**src/rtl/argo_chan_fifo_pkg.sv**
```systemverilog
// argo_chan_fifo_pkg: head-register state encoding shared by the channel FIFO
package argo_chan_fifo_pkg;
  // bit 1: head register holds an item, bit 0: a RAM read is in flight
  typedef enum logic [1:0] {
    HEAD_EMPTY  = 2'b00,
    HEAD_FETCH  = 2'b01,
    HEAD_VALID  = 2'b10,
    HEAD_REFILL = 2'b11
  } head_state_e;
endpackage

```
**src/rtl/argo_chan_fifo_ram.sv**
```systemverilog
// argo_fifo_ram: simple dual-port RAM, synchronous write, registered read
//   clk, we/waddr/wdata write port, re/raddr read port, rdata registered read data
module argo_fifo_ram #(
  parameter int ADDR_WIDTH = 3,
  parameter int DATA_WIDTH = 32
) (
  input  logic                  clk,
  input  logic                  we,
  input  logic [ADDR_WIDTH-1:0] waddr,
  input  logic [DATA_WIDTH-1:0] wdata,
  input  logic                  re,
  input  logic [ADDR_WIDTH-1:0] raddr,
  output logic [DATA_WIDTH-1:0] rdata
);
  logic [DATA_WIDTH-1:0] mem [1<<ADDR_WIDTH];
  always_ff @(posedge clk) begin
    if (we) mem[waddr] <= wdata;
    if (re) rdata <= mem[raddr];
  end
endmodule

```
**src/rtl/argo_chan_fifo.sv**
```systemverilog
// argo_chan_fifo: FWFT channel FIFO with valid/ready on both sides
//   clk, rst (async active-low), flush (sync clear)
//   wr_valid/wr_ready/wr_data producer side, rd_valid/rd_ready/rd_data consumer side
//   count occupancy, almost_full/almost_empty registered flags, fifo_id constant
module argo_chan_fifo
  import argo_chan_fifo_pkg::*;
#(
  parameter int ADDR_WIDTH    = 3,
  parameter int DATA_WIDTH    = 32,
  parameter int AFULL_THRESH  = (1 << ADDR_WIDTH) - 2,
  parameter int AEMPTY_THRESH = 1,
  parameter int FIFO_ID       = 7
) (
  input  logic                  clk,
  input  logic                  rst,
  input  logic                  flush,
  input  logic                  wr_valid,
  output logic                  wr_ready,
  input  logic [DATA_WIDTH-1:0] wr_data,
  output logic                  rd_valid,
  input  logic                  rd_ready,
  output logic [DATA_WIDTH-1:0] rd_data,
  output logic [ADDR_WIDTH:0]   count,
  output logic                  almost_full,
  output logic                  almost_empty,
  output logic [15:0]           fifo_id
);
  localparam int DEPTH = 1 << ADDR_WIDTH;
  localparam logic [ADDR_WIDTH:0] FULL = (ADDR_WIDTH+1)'(DEPTH);
  localparam logic [ADDR_WIDTH:0] AF   = (ADDR_WIDTH+1)'(AFULL_THRESH);
  localparam logic [ADDR_WIDTH:0] AE   = (ADDR_WIDTH+1)'(AEMPTY_THRESH);
  head_state_e st, st_next;
  logic live, head_v, fetch_v, move, issue, wr_fire, rd_fire;
  logic [ADDR_WIDTH-1:0] wptr, rptr;
  logic [ADDR_WIDTH:0] occ, count_next;
  logic [DATA_WIDTH-1:0] ram_q;
  assign fifo_id = 16'(FIFO_ID);
  argo_fifo_ram #(.ADDR_WIDTH(ADDR_WIDTH), .DATA_WIDTH(DATA_WIDTH)) u_ram (
    .clk(clk), .we(wr_fire), .waddr(wptr), .wdata(wr_data),
    .re(issue), .raddr(rptr), .rdata(ram_q)
  );
  // count covers RAM, the in-flight read and the head register; occ is the part already
  // pulled out of the RAM, so count > occ means unread items remain in storage
  always_comb begin
    head_v     = st[1];
    fetch_v    = st[0];
    rd_valid   = head_v;
    wr_ready   = live && count < FULL && !flush;
    wr_fire    = wr_valid && wr_ready;
    rd_fire    = head_v && rd_ready && !flush;
    occ        = (ADDR_WIDTH+1)'(head_v) + (ADDR_WIDTH+1)'(fetch_v);
    move       = !flush && fetch_v && (!head_v || rd_fire);
    issue      = !flush && count > occ && (!fetch_v || move);
    count_next = flush ? '0 : count + (ADDR_WIDTH+1)'(wr_fire) - (ADDR_WIDTH+1)'(rd_fire);
    st_next    = flush ? HEAD_EMPTY
                       : head_state_e'({move || (head_v && !rd_fire), issue || (fetch_v && !move)});
  end
  always_ff @(posedge clk or negedge rst) begin
    if (!rst) begin
      live         <= 1'b0;
      st           <= HEAD_EMPTY;
      wptr         <= '0;
      rptr         <= '0;
      count        <= '0;
      rd_data      <= '0;
      almost_full  <= 1'b0;
      almost_empty <= 1'b1;
    end else begin
      live         <= 1'b1;
      st           <= st_next;
      count        <= count_next;
      almost_full  <= count_next >= AF;
      almost_empty <= count_next <= AE;
      wptr         <= flush ? '0 : wptr + ADDR_WIDTH'(wr_fire);
      rptr         <= flush ? '0 : rptr + ADDR_WIDTH'(issue);
      if (move) rd_data <= ram_q;
    end
  end
endmodule
```
**config.mk**
```make
export PLATFORM = sky130hd
export DESIGN_NAME = argo_chan_fifo
export DESIGN_NICKNAME = d
export VERILOG_FILES = /design/src/rtl/argo_chan_fifo_pkg.sv /design/src/rtl/argo_chan_fifo_ram.sv /design/src/rtl/argo_chan_fifo.sv
export SDC_FILE = /design/constraint.sdc
export NUM_CORES = 1
export LEC_CHECK = 0
export BUFFER_PORTS_ARGS = -buffer_cell sky130_fd_sc_hd__buf_2
export CAP_MARGIN = 10
export CELL_PAD_IN_SITES_DETAIL_PLACEMENT = 0
export CELL_PAD_IN_SITES_GLOBAL_PLACEMENT = 1
export CORE_ASPECT_RATIO = 1.4
export CORE_MARGIN = 3
export CORE_UTILIZATION = 40
export CTS_BUF_LIST = sky130_fd_sc_hd__clkbuf_4
export DETAILED_ROUTE_END_ITERATION = 7
export GPL_ROUTABILITY_DRIVEN = 0
export PLACE_DENSITY = 0.73
export SYNTH_ARGS = -nofsm -noshare
export SYNTH_HDL_FRONTEND = slang
export SYNTH_SLANG_ARGS = --single-unit
```
**constraint.sdc**
```tcl
create_clock -name clk -period 10.8 [get_ports clk]
set_input_delay 1.62 -clock clk [delete_from_list [all_inputs] [get_ports clk]]
set_output_delay 1.62 -clock clk [all_outputs]
set_load 0.01 [all_outputs]
```
## Yosys cells after proc, flatten, opt, wreduce, memory -nomap -nowiden

Memories as Yosys holds them, arrays and structs flattened. A register that Yosys moved wholly into a read port is not among the register bits.
Index checks and enable logic that the tools add are counted.

| operators by class | value |
|---|---|
| add/sub/neg operators | 5 |
| magnitude comparators | 4 |
| muxes and demuxes | 6 |
| reduce and logical (&&, ||, !) cells | 20 |

Operators by type and width:

| kind | count |
|---|---|
| 1-bit logical AND | 11 |
| 3-bit by 1-bit adder with 3-bit output | 2 |
| 3-bit 2-to-1 mux | 2 |
| 1-bit zero test | 5 |
| 4-bit by 1-bit adder with 4-bit output | 1 |
| 4-bit by 3-bit greater-or-equal comparator with 1-bit output, second input constant | 1 |
| 4-bit by 2-bit > comparator with 1-bit output | 1 |
| 4-bit by 1-bit less-or-equal comparator with 1-bit output, second input constant | 1 |
| 1-bit logical OR | 4 |
| 4-bit less-than comparator, second input constant | 1 |
| 4-bit 2-to-1 mux | 1 |
| 4-bit by 1-bit subtractor with 4-bit output | 1 |
| 1-bit by 1-bit adder with 2-bit output | 1 |
| 1-bit 2-to-1 mux | 2 |
| 2-bit 2-to-1 mux | 1 |

| storage, ports and cells | value |
|---|---|
| register bits | 47 |
| RAM bits | 256 |
| bits of input ports | 37 |
| output and inout port bits | 56 |
| word-level logic and storage cells | 44 |
| memories kept | 1 |

Memories:

| name | words | bits a word | read ports | clocked after memory_dff | wr ports | line | source |
|---|---|---|---|---|---|---|---|
| u_ram.mem | 8 | 32 | 1 | 1 | 1 | argo_chan_fifo_ram.sv:15 | `logic [DATA_WIDTH-1:0] mem [1<<ADDR_WIDTH];` |

## Logic depth before layout (Yosys ltp)

| depth | value |
|---|---|
| word-level depth | 8 |
| gate-level depth with buffers | 11 |
| gate-level depth less buffers | 11 |

## By module

Synthesis repeated with hierarchy kept, for this count alone.

| unflattened totals | value |
|---|---|
| cells, all modules | 574 |
| area total of the unflattened synthesis | 13,067.5 µm² |

By module, submodules not included:

| module | instances | cells each | area each (µm²) | seq. area each (µm²) |
|---|---|---|---|---|
| argo_fifo_ram | 1 | 415 | 10,786.6 | 8,648.3 |
| argo_chan_fifo | 1 | 159 | 2,280.9 | 1,177.4 |

## Least setup slack after synthesis

OpenSTA, ideal clock, no wires.

| path | value |
|---|---|
| kind | input -> register |
| start | in flush |
| end | mem u_ram.mem[0][0], enable pin |
| library setup time | 461 ps |
| arrival | 4,539 ps |
| required time | 10,339 ps |
| path slack | 5,800 ps |
| cell stages on the path | 5 |
| path buffers | 0 |
| cell sequence | nor3b_1 > nand2_1 > inv_1 > nand2b_1 > nor3_1 |

| between the ends | value |
|---|---|
| word-level cells in the longest chain between the ends | 5 |

Ends and longest elaborated chain:

| item | line | source |
|---|---|---|
| start, declared | argo_chan_fifo.sv:16 | `input logic flush,` |
| 1-bit zero test | argo_chan_fifo.sv:48 | `wr_ready = live && count < FULL && !flush;` |
| 1-bit logical AND | argo_chan_fifo.sv:48 |  |
| 1-bit logical AND | argo_chan_fifo.sv:49 | `wr_fire = wr_valid && wr_ready;` |
| 1-bit 2-to-1 mux | argo_chan_fifo_ram.sv:17 | `if (we) mem[waddr] <= wdata;` |
| 1-bit 2-to-1 mux (not written as such) | argo_chan_fifo_ram.sv:17 |  |
| end, declared | argo_chan_fifo_ram.sv:15 |  |

No other way between the ends.

## Worst setup path in the final report

| path | value |
|---|---|
| start | in flush |
| end | out wr_ready |

| between the ends | value |
|---|---|
| word-level cells in the longest chain between the ends | 2 |

Ends and longest elaborated chain:

| item | line | source |
|---|---|---|
| 1-bit zero test | argo_chan_fifo.sv:48 |  |
| 1-bit logical AND | argo_chan_fifo.sv:48 |  |
| end, declared | argo_chan_fifo.sv:18 | `output logic wr_ready,` |

No other way between the ends.

==> metrics.md <==
| Metric | Value |
|---|---|
| Hpwl dp | `13200 um` |
| Setup WS post-layout | `around 7 ns` |
| Port bufs | `between 70 and 80` |
| Synth Instances | `between 500 and 600` |
| CTS tree | `built` |
| Clk sink count | `~340` |
| Routed vias/inst | `5.08` |
| Critical Path Sink Type | `primary output` |
| Top Ports | `just over 90` |
| Root buffer cell | `clkbuf_4` |
| Yosys warns | `0` |
| PwrDens | `about 210 nW/um^2` |
| Register area share after synthesis | `0.759` |
| Clk_lat worst skew | `approximately 0.68 ns` |
| Post-layout util | `0.465` |
| # hold bufs at CTS | `0` |
| Antenna viol nets, final | `0` |
| Clock-pin slew on the worst setup and hold paths | `around 0.07 ns` |
| Clock buffer depth | `3` |
| Final period util | `0.361` |
| Vias | `between 5k and 6k` |
| DRC | `0` |
| RSZ-0062 raised after global routing | `false` |
| Die area | `34600 um^2` |
| CP Launch Type | `primary input` |
| Drt total wl | `23400 um` |
| Setup TNS | `0 ns` |
| Synth Register Bits | `about 340` |
| Max Freq | `257 MHz` |
| Vias in the first global route | `6462` |
| Share of cells above drive strength 1 | `0.379` |
| Synth cell types | `31` |
| CTS buffer count | `75` |
| Total grt overflow | `0` |
| Nets | `~760` |
| Worst VDD drop | `roughly 0.09 mV` |
| LEAKAGE | `around 5.2 nW` |
| First-pass detailed-route iteration total | `5` |
| Crit Path Category | `primary input to primary output` |
| Die outline width | `between 150 and 200 um` |
| Hold WS | `0.475 ns` |
| H-tree Lvls | `3` |
| Critical Path RT | `9.18 ns` |
| Hold Vio Cnt, Final | `0` |
| Max Transition Viols Final | `0` |
| Post-Syn Area | `approximately 13000 um^2` |
| Total GRT Usage | `0.139` |
| Crit path DAT | `2.28 ns` |
| Initial antenna violation count | `3` |
| Mean post-synth cell area | `22.6 um^2` |
| Status | `completed` |
| Initial DRC Count | `between 200 and 300` |
| Post_cts resized | `0` |
| Max-slew headroom | `0.194` |
| FILL cells | `between 2k and 3k` |
| Path type of the worst min-delay path | `register to register` |
| Core Area | `between 30000 and 40000 um^2` |
| Worst-Margin Slew | `around 1.2 ns` |
| Clk_skew | `roughly 0.04 ns` |
| Max-Cap Viols | `0` |
| Rows | `77` |
| Post-CTS Setup Inserts | `0` |
| Die height | `approximately 220 um` |
| Post-route minimum period | `3.90 ns` |
| Placement Setup Slack | `just under 7 ns` |
| Starting density of the core | `0.408` |
| Layout Area Growth over Synthesis | `13.9%` |
| Setup-failing EPs final | `0` |
| Pwr Total | `3.13 mW` |
| Crit-path max FO | `16` |
| DR WL/cell | `approximately 20 um` |
| First-pass GRT wire length | `36000 um` |
| Largest net degree at the start of global routing | `66` |
flip-flops by register name, summed over array words and instances, names as in the netlist:
signal / flops
almost_full: 1
almost_empty: 1
count: 4
rptr: 3
u_ram.mem: 256
st: 2
wptr: 3
rd_data: 32
u_ram.rdata: 32
live: 1
stage by stage:
step	cell area, um^2	cells
3_5_place_dp	13700	1025
4_1_cts	14700	1161
3_3_place_gp	13700	1025
2_1_floorplan	13000	587
5_1_grt	14700	1162
6_report	14700	1163
cell families (layout without fill, tap and decap cells):
logic type      Yosys count  count (layout)  share of synthesized area
flops                   335             335                      0.759
mux                     128             128                      0.183
buf+inv                  47             226                     0.0230
simple gates             36              36                     0.0143
fa+ha+maj                13              13                     0.0132
compound gates            8               8                    0.00406
xor+xnor                  3               3                    0.00203
other cells               2              19                   0.000580
cell type report:
cell class                      instances  area [um^2]  share of cell area
Tap cell                              395          494              0.0335
Multi-Input combinational cell        205         2930               0.199
Clock inverter                         29          220              0.0149
Clock buffer                          107          803              0.0545
Sequential cell                       335         9830               0.667
Timing Repair Buffer                   81          418              0.0284
Antenna cell                            2         5.00            0.000340
Inverter                                9         33.8             0.00229
synth_stat cells:
master | n | area share
dfrtp_1 | 46 | 0.089
buf_2 | 6 | 0.0023
nor2_1 | 12 | 0.0035
buf_1 | 4 | 0.0012
nand3_1 | 1 | 0.00039
clkbuf_2 | 1 | 0.00039
clkbuf_1 | 4 | 0.0012
conb_1 | 2 | 0.00058
nand2b_1 | 4 | 0.0019
xnor2_1 | 3 | 0.0020
nor3b_1 | 1 | 0.00058
mux4_1 | 56 | 0.11
a21o_1 | 1 | 0.00058
buf_4 | 16 | 0.0093
nor3_1 | 3 | 0.0012
and3_1 | 1 | 0.00048
dfstp_2 | 1 | 0.0020
ha_1 | 12 | 0.012
edfxtp_1 | 288 | 0.67
mux4_2 | 8 | 0.014
o21ai_0 | 1 | 0.00039
buf_6 | 7 | 0.0061
nand2_1 | 5 | 0.0015
nor3b_2 | 1 | 0.00097
nor2b_1 | 8 | 0.0039
mux2_2 | 64 | 0.056
a31o_2 | 2 | 0.0014
inv_1 | 9 | 0.0026
o21a_1 | 1 | 0.00058
a21oi_1 | 3 | 0.0012
fa_1 | 1 | 0.0015
worst max-delay path, cell delays in order:
cell and delay [ns]:
buf_2 0.20, nor3b_1 0.27, buf_2 0.18
report_power, final:
part | leakage, nW | internal [mW] | switching, mW | total (mW)
Sequential | 3.18 | 1.56 | 0.0837 | 1.65
Combinational | 1.39 | 0.246 | 0.217 | 0.463
Clock | 0.613 | 0.557 | 0.466 | 1.02
Total | 5.18 | 2.36 | 0.766 | 3.13
path summary, 6_finish.rpt:
| kind | start | endpoint | slack (ns) | cells past startpoint |
|---|---|---|---|---|
| min reg2reg | u_ram.rdata[28]$_DFFE_PN_ | rd_data[28]$_DFFE_PN0P_ | 0.48 | 1 |
| min in group asynchronous | rst | rd_data[22]$_DFFE_PN0P_ | 1.07 | 2 |
| max in group asynchronous | rst | rptr[0]$_DFF_PN0_ | 9.22 | 2 |
| max | flush | wr_ready | 6.90 | 3 |
| min | u_ram.rdata[28]$_DFFE_PN_ | rd_data[28]$_DFFE_PN0P_ | 0.48 | 1 |
| max reg2reg | st[1]$_DFF_PN0_ | rptr[1]$_DFF_PN0_ | 7.85 | 9 |
layer usage:
metal / up-vias / GRT usage / share of wire
met5: - / 0 / 0.00047
met4: 2 / 0.0531 / 0.015
met3: 31 / 0.0331 / 0.055
met2: 170 / 0.247 / 0.54
met1: 3045 / 0.162 / 0.39
li1: 2659 / - / -
cell usage in the layout (no fill, tap or decap), drive strengths merged:
cell type	Yosys	layout
a21o	1	1
a21oi	3	3
a31o	2	2
and3	1	1
buf	33	81
bufinv	0	4
clkbuf	5	107
clkinv	0	20
conb	2	17
dfrtp	46	46
dfstp	1	1
diode	0	2
edfxtp	288	288
fa	1	1
ha	12	12
inv	9	14
mux2	64	64
mux4	64	64
nand2	5	5
nand2b	4	4
nand3	1	1
nor2	12	12
nor2b	8	8
nor3	3	3
nor3b	2	2
o21a	1	1
o21ai	1	1
xnor2	3	3
(Power assumes the default switching activity.)
